`config.mk`:
```
export PLATFORM = sky130hd
export DESIGN_NAME = apb_uart_fifo
export DESIGN_NICKNAME = d
export VERILOG_FILES = /design/src/rtl/apb_uart_fifo.sv
export SDC_FILE = /design/constraint.sdc
export NUM_CORES = 1
export LEC_CHECK = 0
export ABC_AREA = 0
export BUFFER_PORTS_ARGS = -buffer_cell sky130_fd_sc_hd__buf_4
export CAP_MARGIN = 20
export CELL_PAD_IN_SITES_DETAIL_PLACEMENT = 2
export CELL_PAD_IN_SITES_GLOBAL_PLACEMENT = 2
export CORE_UTILIZATION = 47
export DETAILED_ROUTE_END_ITERATION = 8
export PLACE_DENSITY_LB_ADDON = 0.1
export RECOVER_POWER = 25
export SLEW_MARGIN = 20
export SYNTH_ARGS = -nofsm -noshare
export SYNTH_HDL_FRONTEND = slang
export SYNTH_SLANG_ARGS = --single-unit
```
`constraint.sdc`:
```
create_clock -name PCLK -period 7.9 [get_ports PCLK]
set_clock_uncertainty 0.15 [all_clocks]
set_input_delay 0 -clock PCLK [delete_from_list [all_inputs] [get_ports PCLK]]
set_output_delay 0 -clock PCLK [all_outputs]
set_load 0.1 [all_outputs]
```
`src/rtl/apb_uart_fifo.sv`:
```
// apb_uart_fifo: APB3 UART slave with TX/RX FIFOs, runtime baud divisor, parity, sticky errors and irq.
module apb_uart_fifo #(
    parameter int DATA_BITS   = 8,
    parameter int FIFO_DEPTH  = 8,
    parameter int DIV_W       = 16,
    parameter int DEFAULT_DIV = 87
) (
    input  logic       PCLK,
    input  logic       PRESETn,
    input  logic       PSEL,
    input  logic       PENABLE,
    input  logic [7:0] PADDR,
    input  logic       PWRITE,
    input  logic [7:0] PWDATA,
    output logic [7:0] PRDATA,
    output logic       PREADY,
    output logic       PSLVERR,
    input  logic       rx,
    output logic       tx,
    output logic       rx_done,
    output logic       tx_done,
    output logic       irq
);
    typedef enum logic [2:0] {S_IDLE, S_START, S_DATA, S_PAR, S_STOP, S_WAIT} state_t;
    localparam int AW = $clog2(FIFO_DEPTH);
    localparam int BW = $clog2(DATA_BITS);

    logic [6:0]       r_ctrl;
    logic [DIV_W-1:0] r_div;
    logic             w_acc, w_wr, w_rd;
    logic             w_sel_data, w_sel_stat, w_sel_ctrl, w_sel_divl, w_sel_divh, w_mapped;
    logic [DIV_W-1:0] w_div_eff;
    logic [15:0]      w_div16;
    logic [7:0]       w_status;
    logic             r_ovr, r_perr, r_ferr, r_irq;

    // index 0 is the TX FIFO, index 1 the RX FIFO
    logic [1:0]                w_fpush, w_fpop, w_ffull, w_fempty;
    logic [1:0][DATA_BITS-1:0] w_fin, w_fq;

    for (genvar g = 0; g < 2; g++) begin : g_fifo
        logic [DATA_BITS-1:0] r_mem [FIFO_DEPTH];
        logic [AW-1:0]        r_wp, r_rp;
        logic [AW:0]          r_cnt;
        logic                 w_push, w_pop;
        assign w_fempty[g] = r_cnt == '0;
        assign w_ffull[g]  = r_cnt == (AW+1)'(FIFO_DEPTH);
        assign w_pop       = w_fpop[g] & ~w_fempty[g];
        assign w_push      = w_fpush[g] & (~w_ffull[g] | w_pop);
        assign w_fq[g]     = r_mem[r_rp];
        always_ff @(posedge PCLK or negedge PRESETn) begin
            if (!PRESETn) begin
                r_wp  <= '0;
                r_rp  <= '0;
                r_cnt <= '0;
            end else begin
                if (w_push) r_wp <= r_wp + AW'(1);
                if (w_pop) r_rp <= r_rp + AW'(1);
                r_cnt <= r_cnt + (AW+1)'(w_push) - (AW+1)'(w_pop);
            end
        end
        always_ff @(posedge PCLK) if (w_push) r_mem[r_wp] <= w_fin[g];
    end

    assign w_acc      = PSEL & PENABLE;
    assign w_wr       = w_acc & PWRITE;
    assign w_rd       = w_acc & ~PWRITE;
    assign w_sel_data = PADDR == 8'h00;
    assign w_sel_stat = PADDR == 8'h04;
    assign w_sel_ctrl = PADDR == 8'h08;
    assign w_sel_divl = PADDR == 8'h0C;
    assign w_sel_divh = PADDR == 8'h10;
    assign w_mapped   = w_sel_data | w_sel_stat | w_sel_ctrl | w_sel_divl | w_sel_divh;
    assign w_div_eff  = (r_div < DIV_W'(4)) ? DIV_W'(4) : r_div;
    assign w_div16    = 16'(r_div);

    state_t               r_txs, r_rxs;
    logic                 r_tx, r_tx_done, r_tx_par, r_tx_pen, r_tx_stop2;
    logic [DIV_W-1:0]     r_tx_div, r_tx_cnt, r_rx_div, r_rx_cnt;
    logic [BW-1:0]        r_tx_bit, r_rx_bit;
    logic [DATA_BITS-1:0] r_tx_sh, r_rx_sh;
    logic                 r_rx_s1, r_rx_s2, r_rx_prev, r_rx_pen, r_rx_odd, r_rx_perr, r_rx_done;
    logic                 w_tx_tick, w_rx_tick, w_rx_fall;

    assign w_status = {r_ferr, r_perr, r_ovr, r_txs != S_IDLE, w_fempty[1], w_ffull[1], w_fempty[0], w_ffull[0]};
    assign w_fpush  = {r_rx_done, w_wr & w_sel_data};
    assign w_fpop   = {w_rd & w_sel_data, (r_txs == S_IDLE) & r_ctrl[0] & ~w_fempty[0]};
    assign w_fin    = {r_rx_sh, PWDATA[DATA_BITS-1:0]};

    assign PREADY  = 1'b1;
    assign PRDATA  = !w_rd      ? 8'h00 :
                     w_sel_data ? (w_fempty[1] ? 8'h00 : 8'(w_fq[1])) :
                     w_sel_stat ? w_status :
                     w_sel_ctrl ? {1'b0, r_ctrl} :
                     w_sel_divl ? w_div16[7:0] :
                     w_sel_divh ? w_div16[15:8] : 8'h00;
    // a write that coincides with the TX pop still fits, so it is not an error
    assign PSLVERR = w_acc & (~w_mapped | (w_sel_data & (PWRITE ? w_ffull[0] & ~w_fpop[0] : w_fempty[1])));

    always_ff @(posedge PCLK or negedge PRESETn) begin
        if (!PRESETn) begin
            r_ctrl <= 7'h03;
            r_div  <= DIV_W'(DEFAULT_DIV);
        end else if (w_wr) begin
            if (w_sel_ctrl) r_ctrl <= PWDATA[6:0];
            if (w_sel_divl) r_div[7:0] <= PWDATA;
            if (w_sel_divh) r_div <= DIV_W'({PWDATA, r_div[7:0]});
        end
    end

    assign w_tx_tick = r_tx_cnt == r_tx_div - DIV_W'(1);

    always_ff @(posedge PCLK or negedge PRESETn) begin
        if (!PRESETn) begin
            r_txs      <= S_IDLE;
            r_tx       <= 1'b1;
            r_tx_done  <= 1'b0;
            r_tx_div   <= DIV_W'(4);
            r_tx_cnt   <= '0;
            r_tx_bit   <= '0;
            r_tx_sh    <= '0;
            r_tx_par   <= 1'b0;
            r_tx_pen   <= 1'b0;
            r_tx_stop2 <= 1'b0;
        end else begin
            r_tx_done <= 1'b0;
            if (r_txs == S_IDLE) begin
                if (w_fpop[0]) begin
                    r_txs      <= S_START;
                    r_tx       <= 1'b0;
                    r_tx_cnt   <= '0;
                    r_tx_sh    <= w_fq[0];
                    r_tx_par   <= ^w_fq[0] ^ r_ctrl[3];
                    r_tx_pen   <= r_ctrl[2];
                    r_tx_stop2 <= r_ctrl[4];
                    r_tx_div   <= w_div_eff;
                end
            end else if (!w_tx_tick) begin
                r_tx_cnt <= r_tx_cnt + DIV_W'(1);
            end else begin
                r_tx_cnt <= '0;
                case (r_txs)
                    S_START: begin
                        r_txs    <= S_DATA;
                        r_tx     <= r_tx_sh[0];
                        r_tx_bit <= '0;
                    end
                    S_DATA: if (r_tx_bit == BW'(DATA_BITS-1)) begin
                        r_txs    <= r_tx_pen ? S_PAR : S_STOP;
                        r_tx     <= r_tx_pen ? r_tx_par : 1'b1;
                        r_tx_bit <= '0;
                    end else begin
                        r_tx_bit <= r_tx_bit + BW'(1);
                        r_tx_sh  <= r_tx_sh >> 1;
                        r_tx     <= r_tx_sh[1];
                    end
                    S_PAR: begin
                        r_txs <= S_STOP;
                        r_tx  <= 1'b1;
                    end
                    default: if (r_tx_stop2 && r_tx_bit == '0) begin
                        r_tx_bit <= BW'(1);
                    end else begin
                        r_txs     <= S_IDLE;
                        r_tx_done <= 1'b1;
                    end
                endcase
            end
        end
    end

    assign w_rx_fall = r_rx_prev & ~r_rx_s2;
    assign w_rx_tick = r_rx_cnt == ((r_rxs == S_START) ? (r_rx_div >> 1) - DIV_W'(1) : r_rx_div - DIV_W'(1));

    always_ff @(posedge PCLK or negedge PRESETn) begin
        if (!PRESETn) begin
            r_rx_s1   <= 1'b1;
            r_rx_s2   <= 1'b1;
            r_rx_prev <= 1'b1;
            r_rxs     <= S_IDLE;
            r_rx_div  <= DIV_W'(4);
            r_rx_cnt  <= '0;
            r_rx_bit  <= '0;
            r_rx_sh   <= '0;
            r_rx_pen  <= 1'b0;
            r_rx_odd  <= 1'b0;
            r_rx_perr <= 1'b0;
            r_rx_done <= 1'b0;
            r_ovr     <= 1'b0;
            r_perr    <= 1'b0;
            r_ferr    <= 1'b0;
        end else begin
            r_rx_s1   <= rx;
            r_rx_s2   <= r_rx_s1;
            r_rx_prev <= r_rx_s2;
            r_rx_done <= 1'b0;
            r_ovr     <= r_ovr & ~(w_wr & w_sel_stat & PWDATA[5]);
            r_perr    <= r_perr & ~(w_wr & w_sel_stat & PWDATA[6]);
            r_ferr    <= r_ferr & ~(w_wr & w_sel_stat & PWDATA[7]);
            if (r_rxs == S_IDLE) begin
                if (r_ctrl[1] && w_rx_fall) begin
                    r_rxs     <= S_START;
                    r_rx_cnt  <= '0;
                    r_rx_div  <= w_div_eff;
                    r_rx_pen  <= r_ctrl[2];
                    r_rx_odd  <= r_ctrl[3];
                    r_rx_perr <= 1'b0;
                end
            end else if (r_rxs == S_WAIT) begin
                if (r_rx_s2) r_rxs <= S_IDLE;
            end else if (!w_rx_tick) begin
                r_rx_cnt <= r_rx_cnt + DIV_W'(1);
            end else begin
                r_rx_cnt <= '0;
                case (r_rxs)
                    S_START: begin
                        r_rxs    <= r_rx_s2 ? S_IDLE : S_DATA;
                        r_rx_bit <= '0;
                    end
                    S_DATA: begin
                        r_rx_sh  <= {r_rx_s2, r_rx_sh[DATA_BITS-1:1]};
                        r_rx_bit <= r_rx_bit + BW'(1);
                        if (r_rx_bit == BW'(DATA_BITS-1)) r_rxs <= r_rx_pen ? S_PAR : S_STOP;
                    end
                    S_PAR: begin
                        r_rx_perr <= r_rx_s2 != (^r_rx_sh ^ r_rx_odd);
                        r_rxs     <= S_STOP;
                    end
                    default: if (!r_rx_s2) begin
                        r_ferr <= 1'b1;
                        r_rxs  <= S_WAIT;
                    end else begin
                        r_rxs <= S_IDLE;
                        if (r_rx_perr) r_perr <= 1'b1;
                        if (w_ffull[1]) r_ovr <= 1'b1;
                        else r_rx_done <= 1'b1;
                    end
                endcase
            end
        end
    end

    always_ff @(posedge PCLK or negedge PRESETn) begin
        if (!PRESETn) r_irq <= 1'b0;
        else r_irq <= (r_ctrl[5] & ~w_fempty[1]) | (r_ctrl[6] & w_fempty[0]) | r_ovr | r_perr | r_ferr;
    end

    assign tx      = r_tx;
    assign tx_done = r_tx_done;
    assign rx_done = r_rx_done;
    assign irq     = r_irq;
endmodule

```
==> reports/results.txt, run 1 <==
status - complete, but fails checks
failing checks - max-capacitance violations, max-slew violations
Syn Area/Cell - 11.9 um^2
Max Root-Sink Buffers - 3
share of cells above drive strength 1 - 18.1%
Crit-path slowest cell - dfrtp_1
CP delay by family, top - simple AND/OR/NAND/NOR gates
Final Net Count - 1,261
Starting Density - 48.0%
worst path bufs/invs - 2
Slew @ Worst Pin - 2.60 ns
Int Pwr - 2.61 mW
final setup TNS - 0 ns
Ports - 36
Synth cell types - 76
RSZ-0062 raised after global routing - no
Critical Path Sink Type - flop
peak supply drop - 0.167 mV
CP max FO - 22
overflow left after global routing - 0
clock slew at reported path FFs - 0.06 ns
fill count - 2,740
Data arrival, critical path - 5.08 ns
area grow syn2layout - 13.4%
antenna diode count - 0
Clk pwr share - 38.1%
Post-synth ARST share - 54.1%
YS warnings - 0
hpwl dp - 28.7 mm
Power Density - 237 mW/mm^2
Pre-antenna DRT Iters - 4
first-pass GRT wire length - 69.8 mm
Comb pwr share - 16.7%
Psw - 1.12 mW
max cap viols - 1
CP most frequent cell - buf_4
Placed Instance Area - 0.0145 mm^2
largest family of logic cells by synthesized area - simple AND/OR/NAND/NOR gates
# DRC - 0
Simple-Gate Fraction of Synth Area - 13.3%
Fin. Hold Viols - 0
post-synthesis compound-gate area fraction - 9.16%
Final Core Density - 54.5%
gr usage total - 30.3%
flops & latches, synth - 279
syn_nets - 1,212
switching part of the total - 30.0%
hold crit path type - in2reg
final instance area - 0.0157 mm^2
Adder-Cell Fraction of Synth Area - 2.46%
Die Height - 174 um
multiplexer share of the synthesized area - 11.8%
Final setup violation count - 0
final worst path period need - 4.80 ns
Final Cycle Share - 60.7%
crit path kind - reg2reg
Post-DRT Antenna Nets - 0
Vias - 9,979
post-synthesis sequential area ratio - 55.1%
# rows - 62
post-synthesis cell count - 1,164
vias in the first global route - 11,300
Die ar. - 0.0302 mm^2
RD Place Congestion - 0.828
Worst-Skew Late Latency - 0.57 ns
Routed WL - 44.4 mm
part of the power in registers - 45.1%
CTS Sinks - 279
largest net degree at the start of global routing - 67
DR iter-0 viols - 626
antenna violations before repair - 0
# port buffers - 34
Top FF cell, synth - dfrtp_1
cells along the critical path - nor3b_2 -> buf_4 -> mux2i_1 -> ha_1 -> a21boi_2 -> a41oi_1 -> a211oi_1 -> xor2_1 -> o2111ai_1 -> nor4_2 -> buf_4 -> and3_1 -> mux2_2
die width - 174 um
drt wl/cell - 27.4 um
CP max stage delay - 0.75 ns
postcts setup bufs - 0
fmax - 209 MHz
TritonCTS clock tree - done
Core Box Area - 0.0289 mm^2
number of synthesized flops with an enable pin - 128
vias per std cell - 6.16
total CTS buffers - 30
Pleak - 6.44 nW
Crit path required time - 8.18 ns
post-synthesis cell area - 0.0139 mm^2
htree depth - 1
Slew HR - -73.4%
Synth Area in XOR/XNOR - 5.37%
root buffer cell - clkbuf_16
Final Total Pwr - 3.73 mW
CP startpoint kind - flop
Pins Over Slew Limit - 42
==> Yosys cell counts, types with 7 or more instances <==
cell type	count	share of area, %
a21o_1	8	0.43
a21oi_1	30	1.1
a31oi_1	25	1.1
and3_1	20	0.90
buf_1	9	0.24
clkbuf_1	40	1.1
dfrtp_1	138	25
dfstp_2	13	2.5
edfxtp_1	128	28
ha_1	24	2.2
inv_1	42	1.1
mux2_2	58	4.7
mux2i_1	25	1.8
mux4_2	32	5.2
nand2_1	135	3.7
nand2b_1	16	0.72
nand3_1	38	1.4
nand4_1	10	0.45
nor2_1	64	1.7
nor3_1	30	1.1
nor4_1	15	0.68
o21ai_0	51	1.8
o221a_2	7	0.57
o311a_1	9	0.65
xnor2_1	54	3.4
xor2_1	31	2.0
==> final cells by class <==
cell class	instances	area (um^2)	share of cell area, %
Inverter	42	158	1.00
Clock inverter	20	169	1.07
Tap cell	384	480	3.06
Multi-Input combinational cell	787	5880	37.4
Clock buffer	35	801	5.10
Timing Repair Buffer	73	584	3.72
Sequential cell	279	7640	48.6
==> logic make-up after synthesis <==
kind of cell	after synthesis
simple gates	372
flops	279
compound gates	187
mux	116
buf+inv	98
xor+xnor	85
fa+ha+maj	26
other cells	1
==> tightest hold or removal path, stage by stage <==
cell     delay [ns]
buf_4          0.08
nor3_1         0.05
and2_1         0.22
nand3_1        0.23
xnor2_1        0.11
==> per-layer routing <==
metal / vias up / global-route usage (%) / part of all wire (%)
li1: 4392 / - / -
met2: 240 / 54.3 / 53
met3: 92 / 3.00 / 3.1
met5: - / 0 / 0
met4: 0 / 10.7 / 3.4
met1: 5255 / 37.9 / 41
==> power groups by stage <==
stage	Combinational [mW]	Clock (mW)	Sequential [mW]
after floorplan	0.424	0	1.66
after global placement	0.559	0	1.70
after detailed placement	0.594	0	1.71
final	0.624	1.42	1.68
after CTS	0.627	1.44	1.68
after global routing	0.678	1.48	1.69
==> sequential cells by signal, indices dropped and copies added (netlist names), 6 cells and up <==
register      cells
g_fifo.r_cnt      8
r_div            16
g_fifo.r_mem    128
r_rx_sh           8
r_rx_div         16
g_fifo.r_wp       6
r_tx_div         16
r_ctrl            7
r_tx_cnt         16
r_tx_sh           8
r_rx_cnt         16
g_fifo.r_rp       6
==> final timing paths <==
path                           from                end  slack [ns]  depth (start not counted)
max reg2reg                r_rxs[0]         r_rx_sh[4]        3.10                         13
min reg2reg                 r_rx_s1            r_rx_s2        0.21                          0
max in group asynchronous   PRESETn        r_rx_cnt[0]        4.29                          4
min in group asynchronous   PRESETn         r_tx_sh[1]        1.22                          3
max                        r_rxs[0]         r_rx_sh[4]        3.10                         13
min                        PADDR[5]  g_fifo[1].r_rp[0]        0.04                          5
==> stage by stage <==
step | instances | hold WS (ns) | setup WS (ns)
after floorplan | 1164 | -0.446 | 4.07
after global placement | 1544 | -0.0402 | 3.37
after detailed placement | 1544 | -0.0392 | 3.14
after CTS | 1620 | 0.00632 | 3.14
after global routing | 1620 | 0.0756 | 2.81
final | 1620 | 0.0376 | 3.10
==> cell usage in the layout (no fill, tap or decap), drive strengths merged, types with 38 or more instances in the layout <==
| cell type | n |
|---|---|
| dfrtp | 138 |
| nand2 | 135 |
| edfxtp | 128 |
| nor2 | 64 |
| mux2 | 58 |
| xnor2 | 54 |
| o21ai | 52 |
| clkbuf | 45 |
| inv | 44 |
| buf | 43 |
| nand3 | 38 |
==> timing repair <==
action                                  CTS  global route
resized for setup                         0             0
endpoints found under the setup margin    0             0
hold buffers                             21             0
endpoints found under the hold margin   182             0
No activity file was read; power rests on OpenSTA's default activity.
==> inputs of run 2 (changes only) <==
--- a/config.mk
+++ b/config.mk
@@ -5,12 +5,12 @@
 export SDC_FILE = /design/constraint.sdc
 export NUM_CORES = 1
 export LEC_CHECK = 0
-export ABC_AREA = 0
+export ABC_AREA = 1
 export BUFFER_PORTS_ARGS = -buffer_cell sky130_fd_sc_hd__buf_4
 export CAP_MARGIN = 20
 export CELL_PAD_IN_SITES_DETAIL_PLACEMENT = 2
 export CELL_PAD_IN_SITES_GLOBAL_PLACEMENT = 2
-export CORE_UTILIZATION = 47
+export CORE_UTILIZATION = 40
 export DETAILED_ROUTE_END_ITERATION = 8
 export PLACE_DENSITY_LB_ADDON = 0.1
 export RECOVER_POWER = 25
==> constraint.sdc (replaced) <==
create_clock -name PCLK -period 5 [get_ports PCLK]
set_clock_uncertainty 0.15 [all_clocks]
set_input_delay 0 -clock PCLK [delete_from_list [all_inputs] [get_ports PCLK]]
set_output_delay 0 -clock PCLK [all_outputs]
set_load 0.1 [all_outputs]
==> run 2 against run 1 <==
The flow still finishes with violations (max-capacitance violations, max-slew violations). Synthesized cell count is 37% higher. Critical path depth shrank 1. Final cell count grew 32%. Critical endpoint is now g_fifo[1].r_mem[3][7]. Highest routed layer unchanged. Sequential share of layout area is 1.2 points lower. Sequential cell count stayed put. Wire length grew 1.9%.
==> reports/results.txt, run 2 <==
status - complete, but fails checks
failing checks - max-capacitance violations, max-slew violations
fmax - 238 MHz
final worst path period need - 4.20 ns
drt wl/cell - 21.2 um
Gates resized, CTS repair - 0
Fin. Hold Viols - 0
RSZ-0062 raised after global routing - no
Die ar. - 0.0362 mm^2
max cap viols - 1
critical path capture point - g_fifo[1].r_mem[3][7]
largest area contributor in the netlist - edfxtp_1
share of cells above drive strength 1 - 8.35%
post-synthesis cell area - 0.0142 mm^2
root buffer cell - clkbuf_16
crit path kind - in2reg
Synth cell types - 51
DR iter-0 viols - 500
Data arrival, critical path - 4.20 ns
antenna violations before repair - 0
cells along the critical path - dlygate4sd3_1 -> buf_4 -> nor2_1 -> dlygate4sd3_1 -> nand3_1 -> nor2_1 -> clkinv_1 -> nor2_1 -> o21ai_0 -> inv_1 -> nand2_1 -> nor2_1
Critical Path Sink Type - flop
reg2reg start - r_rxs[2]
post-synthesis cell count - 1,593
number of synthesized flops with an enable pin - 128
htree depth - 2
# DRC - 0
Worst-Skew Late Latency - 0.54 ns
syn_nets - 1,641
CTS Sinks - 279
Final Core Density - 46.4%
Final Net Count - 1,700
fill count - 3,772
total CTS buffers - 34
# rows - 68
Pre-antenna DRT Iters - 5
CP max FO - 9
Post-DRT Antenna Nets - 0
Ports - 36
top-count cell post-synth - nand2_1
source of the critical timing path - PADDR[7]
post-synthesis sequential area ratio - 53.9%
Starting Density - 40.8%
Slew @ Worst Pin - 2.30 ns
Top FF cell, synth - dfrtp_1
WHS Path Cells - 7
Pleak - 6.86 nW
antenna diode count - 0
peak supply drop - 0.356 mV
final setup TNS - 0 ns
hold crit path type - in2reg
FF-to-FF setup slack - 1.09 ns
largest cells by area after synthesis - edfxtp_1 27%, dfrtp_1 24%, nand2_1 9.9%, o21ai_0 5.7%, inv_1 4.7%
overflow left after global routing - 0
largest net degree at the start of global routing - 61
most common cell after layout, fill and taps aside - nand2_1
flops & latches, synth - 279
gr usage total - 25.9%
Post-synth ARST share - 54.1%
Pins Over Slew Limit - 38
Final setup violation count - 0
first-pass GRT wire length - 72.2 mm
Slew HR - -53.1%
Final Cycle Share - 83.9%
Core Box Area - 0.0347 mm^2
hpwl dp - 31.6 mm
max reg flops - 128
Max Root-Sink Buffers - 3
Routed WL - 45.2 mm
TritonCTS clock tree - done
area grow syn2layout - 13.7%
Crit path required time - 5.00 ns
Die Height - 190 um
CP startpoint kind - input port
Vias - 11,500
CP most frequent cell - nor2_1
worst reg2reg path depth - 19
die width - 190 um
most frequent cells in the layout - 373 x nand2_1, 178 x inv_1, 168 x nor2_1, 161 x o21ai_0, 138 x dfrtp_1
Largest Register - g_fifo.r_mem
CP max stage delay - 0.72 ns
# port buffers - 34
Syn Area/Cell - 8.90 um^2
area share of the largest cell type after synthesis - 27.1%
clock slew at reported path FFs - 0.06 ns
Power Density - 465 mW/mm^2
YS warnings - 0
Crit-path slowest cell - nor2_1
Post-synth top cells - 373 x nand2_1, 178 x inv_1, 168 x nor2_1, 161 x o21ai_0, 138 x dfrtp_1
vias in the first global route - 12,900
vias per std cell - 5.42
RD Place Congestion - 0.811
capturing point of the worst reg2reg path - r_rx_sh[7]
## run 2: cells by family (layout without fill, tap and decap cells)
logic type               Yosys count  in the layout  share of synthesized area (%)
AND/OR/NAND/NOR                  709            709                           21.1
flip-flops                       279            279                           53.9
AO/OA/AOI/OAI                    256            256                           10.4
buffers and inverters            232            315                           6.50
XOR/XNOR                          72             72                           4.45
adder cells (fa/ha/maj)           26             26                           2.40
multiplexers                      18             18                           1.27
other                              1              1                         0.0265
## run 2: power breakdown
part	leakage [nW]	switching, mW	internal, mW
combinational	3.21	1.66	0.716
clock	0.521	1.02	1.46
sequential	3.13	0.122	2.52
## run 2: how the worst min path moves through the flow
stage / start / endpoint
final: PENABLE / g_fifo[1].r_rp[1]
after detailed placement: PRESETn / g_fifo[0].r_wp[2]
after floorplan: PRESETn / g_fifo[0].r_cnt[0]
after global routing: PADDR[0] / g_fifo[0].r_wp[0]
after global placement: PRESETn / g_fifo[0].r_wp[2]
after CTS: PENABLE / g_fifo[1].r_rp[1]
## run 2: cell type report
class / instances / area [um^2] / share of cell area [%]
flip-flops and latches: 279 / 7640 / 47.4
multi-input cells: 1082 / 5610 / 34.8
clock buffers: 44 / 920 / 5.71
inverters: 188 / 706 / 4.38
well taps: 455 / 569 / 3.53
repair buffers: 67 / 508 / 3.15
clock inverters: 16 / 161 / 1.00
## run 2: per-stage QoR
stage	instances	power (mW)	cell area (um^2)	hold WS [ns]	worst slack (ns)
6_report	2131	7.49	16100	0.00254	0.804
2_1_floorplan	1593	4.42	14200	-0.446	1.00
4_1_cts	2131	7.56	16200	0.00289	0.885
3_3_place_gp	2053	4.92	14900	-0.181	1.29
3_5_place_dp	2053	5.05	14900	-0.178	1.08
5_1_grt	2131	7.96	16100	0.0877	0.609
## run 2: worst max-delay path: cells and delay by family
kind	cells	cell delay (ns)
buffers and inverters	5	1.92
and+or+nand+nor	6	1.92
AOI/OAI and AO/OA	1	0.33
## run 2: repair_timing
item / in CTS / in global routing
hold endpoints to repair: 238 / 0
hold buffers: 18 / 0
setup buffers: 0 / 0
setup endpoints to repair: 0 / 0
## run 2: metal layers
layer / global-route usage, % / vias to the layer above / part of all wire, %
met3: 3.74 / 86 / 3.1
met4: 9.57 / 0 / 3.0
met5: 0 / - / 0
met2: 46.1 / 163 / 51
met1: 31.6 / 5887 / 43
li1: - / 5405 / -
==> inputs of run 3 (changes only) <==
==> constraint.sdc (replaced) <==
create_clock -name PCLK -period 4.1 [get_ports PCLK]
set_clock_uncertainty 0.15 [all_clocks]
set_input_delay 0 -clock PCLK [delete_from_list [all_inputs] [get_ports PCLK]]
set_output_delay 0 -clock PCLK [all_outputs]
set_load 0.1 [all_outputs]
==> run 3 against run 2 <==
The run still ends with max-capacitance violations, max-slew violations left. Combinational power grew 22%. Total power grew 24%. Final cell count grew 0.56%. Clock power grew 28%. Critical endpoint is now r_rx_bit[2]. Non-clock buffer count grew 10. Clock-buffer cell count grew 3. Worst setup slack lost 0.31 ns. Sequential power grew 22%. Hold slack gained 0.017 ns. Die area is the same. Core utilization grew 0.48 points. Sequential share of layout area shrank 0.49 points. Critical path type is now reg2reg. Largest cell class unchanged.
==> reports/results.txt, run 3 (synthesis results as in run 2) <==
status - complete, but fails checks
failing checks - max-capacitance violations, max-slew violations
die width - 190 um
Worst-Skew Late Latency - 0.53 ns
Die ar. - 0.0362 mm^2
Clk pwr share - 34.1%
met2 Use GR - 45.5%
final worst path period need - 3.61 ns
worst path bufs/invs - 2
share of cells above drive strength 1 - 9.30%
Pre-antenna DRT Iters - 4
Routed WL - 44.3 mm
source of the critical timing path - r_rxs[1]
max cap viols - 1
Final Total Pwr - 9.29 mW
worst reg2reg path depth - 20
Max Root-Sink Buffers - 3
peak supply drop - 0.393 mV
most frequent cells in the layout - 373 x nand2_1, 178 x inv_1, 168 x nor2_1, 161 x o21ai_0, 138 x dfrtp_1
most common cell after layout, fill and taps aside - nand2_1
Comb pwr share - 31.3%
FF-to-FF setup slack - 0.49 ns
max reg flops - 128
first-pass GRT wire length - 71.7 mm
vias per std cell - 5.36
Critical Path Sink Type - flop
crit path kind - reg2reg
Crit path required time - 4.35 ns
postcts setup bufs - 0
Final Cycle Share - 87.9%
Post-DRT Antenna Nets - 0
clock slew at reported path FFs - 0.06 ns
Pleak - 6.96 nW
antenna violations before repair - 0
RD Place Congestion - 0.817
RSZ-0062 raised after global routing - no
CP most frequent cell - nand2_1
critical path capture point - r_rx_bit[2]
CP delay by family, top - simple AND/OR/NAND/NOR gates
cells along the critical path - inv_2 -> nand2_1 -> nor2_2 -> nand2_1 -> nand2_1 -> ha_1 -> nand3_1 -> nor2_2 -> nand2_1 -> nor2_1 -> nand3b_1 -> nand2_1 -> nand2_1 -> inv_1 -> nand2_1 -> nor2_1 -> and2_1 -> nand2_2 -> nand2_1 -> o21ai_1
Largest Register - g_fifo.r_mem
hold crit path type - in2reg
gr usage total - 25.4%
Int Pwr - 5.88 mW
Most Crowded Layer GR - met2
Fin. Hold Viols - 0
Vias - 11,500
capturing point of the worst reg2reg path - r_rx_bit[2]
root buffer cell - clkbuf_16
reg2reg start - r_rxs[1]
TritonCTS clock tree - done
# rows - 68
switching part of the total - 36.7%
Gates resized, CTS repair - 0
overflow left after global routing - 0
Crit-path slowest cell - dfrtp_1
met1 usage - 32.0%
drt wl/cell - 20.7 um
area grow syn2layout - 14.9%
Data arrival, critical path - 3.85 ns
final setup TNS - 0 ns
largest net degree at the start of global routing - 93
Slew HR - -71.3%
Pins Over Slew Limit - 93
Slew @ Worst Pin - 2.57 ns
Die Height - 190 um
DR iter-0 viols - 427
part of the power in registers - 34.6%
Crit path depth - 20
Final Net Count - 1,710
antenna diode count - 0
Core Box Area - 0.0347 mm^2
CP max FO - 11
htree depth - 2
Starting Density - 40.8%
GR Util met3 - 2.94%
vias in the first global route - 12,900
fmax - 277 MHz
Final setup violation count - 0
Power Density - 571 mW/mm^2
Psw - 3.41 mW
hpwl dp - 30.8 mm
# DRC - 0
# port buffers - 34
total CTS buffers - 34
CP max stage delay - 0.42 ns
Ports - 36
CTS Sinks - 279
CP startpoint kind - flop
-- run 3: layout make-up --
class	count	area, um^2
repair buffers	77	586
flip-flops and latches	279	7640
well taps	455	569
multi-input cells	1082	5610
clock buffers	47	971
fillers	3806	18400
inverters	188	706
clock inverters	15	200
-- run 3: worst min-delay path by stage --
stage          depth (start not counted)                 end    start  slack [ns]
5_1_grt                                6               r_ovr  PENABLE         0.1
2_1_floorplan                          0  g_fifo[0].r_cnt[0]  PRESETn       -0.45
3_3_place_gp                           1             r_rx_s1       rx       -0.04
6_report                               6   g_fifo[1].r_rp[0]  PENABLE        0.02
4_1_cts                                6   g_fifo[1].r_rp[0]  PENABLE      0.0003
3_5_place_dp                           1             r_rx_s1       rx       -0.04
-- run 3: power by group through the flow --
stage                     logic, mW  registers, mW  clock network [mW]
after floorplan                2.16           3.22                   0
after global placement         2.76           3.25                   0
after detailed placement       2.90           3.26                   0
after CTS                      2.95           3.21                3.23
after global routing           3.32           3.23                3.33
final                          2.91           3.21                3.17
-- run 3: what timing repair did --
| action | in CTS | in global routing |
|---|---|---|
| hold buffers | 16 | 0 |
| setup endpoints to repair | 0 | 0 |
| endpoints found under the hold margin | 185 | 0 |
-- run 3: through the flow --
stage / instance area, um^2 / hold WS (ns) / std cells / worst slack, ns / utilization [%]
after detailed placement: 15000 / -0.0409 / 2065 / 0.480 / 43.2
final: 16300 / 0.0198 / 2143 / 0.494 / 46.9
after CTS: 16300 / 0.000337 / 2143 / 0.441 / 47.0
after floorplan: 14200 / -0.446 / 1593 / 0.103 / -
after global placement: 15000 / -0.0401 / 2065 / 0.734 / 43.2
after global routing: 16300 / 0.0965 / 2143 / 0.106 / 46.9
-- run 3: worst min-delay path: cells and delay by family --
kind,cells,cell delay (ns)
buffers and inverters,1,0.11
and+or+nand+nor,4,0.41
xor gates and xnor gates,1,0.14
-- run 3: routing by layer --
metal | vias to the layer above | share of wire (%)
met2 | 141 | 51
met3 | 75 | 2.5
met1 | 5876 | 44
met4 | 0 | 2.6
li1 | 5401 | -
met5 | - | 0
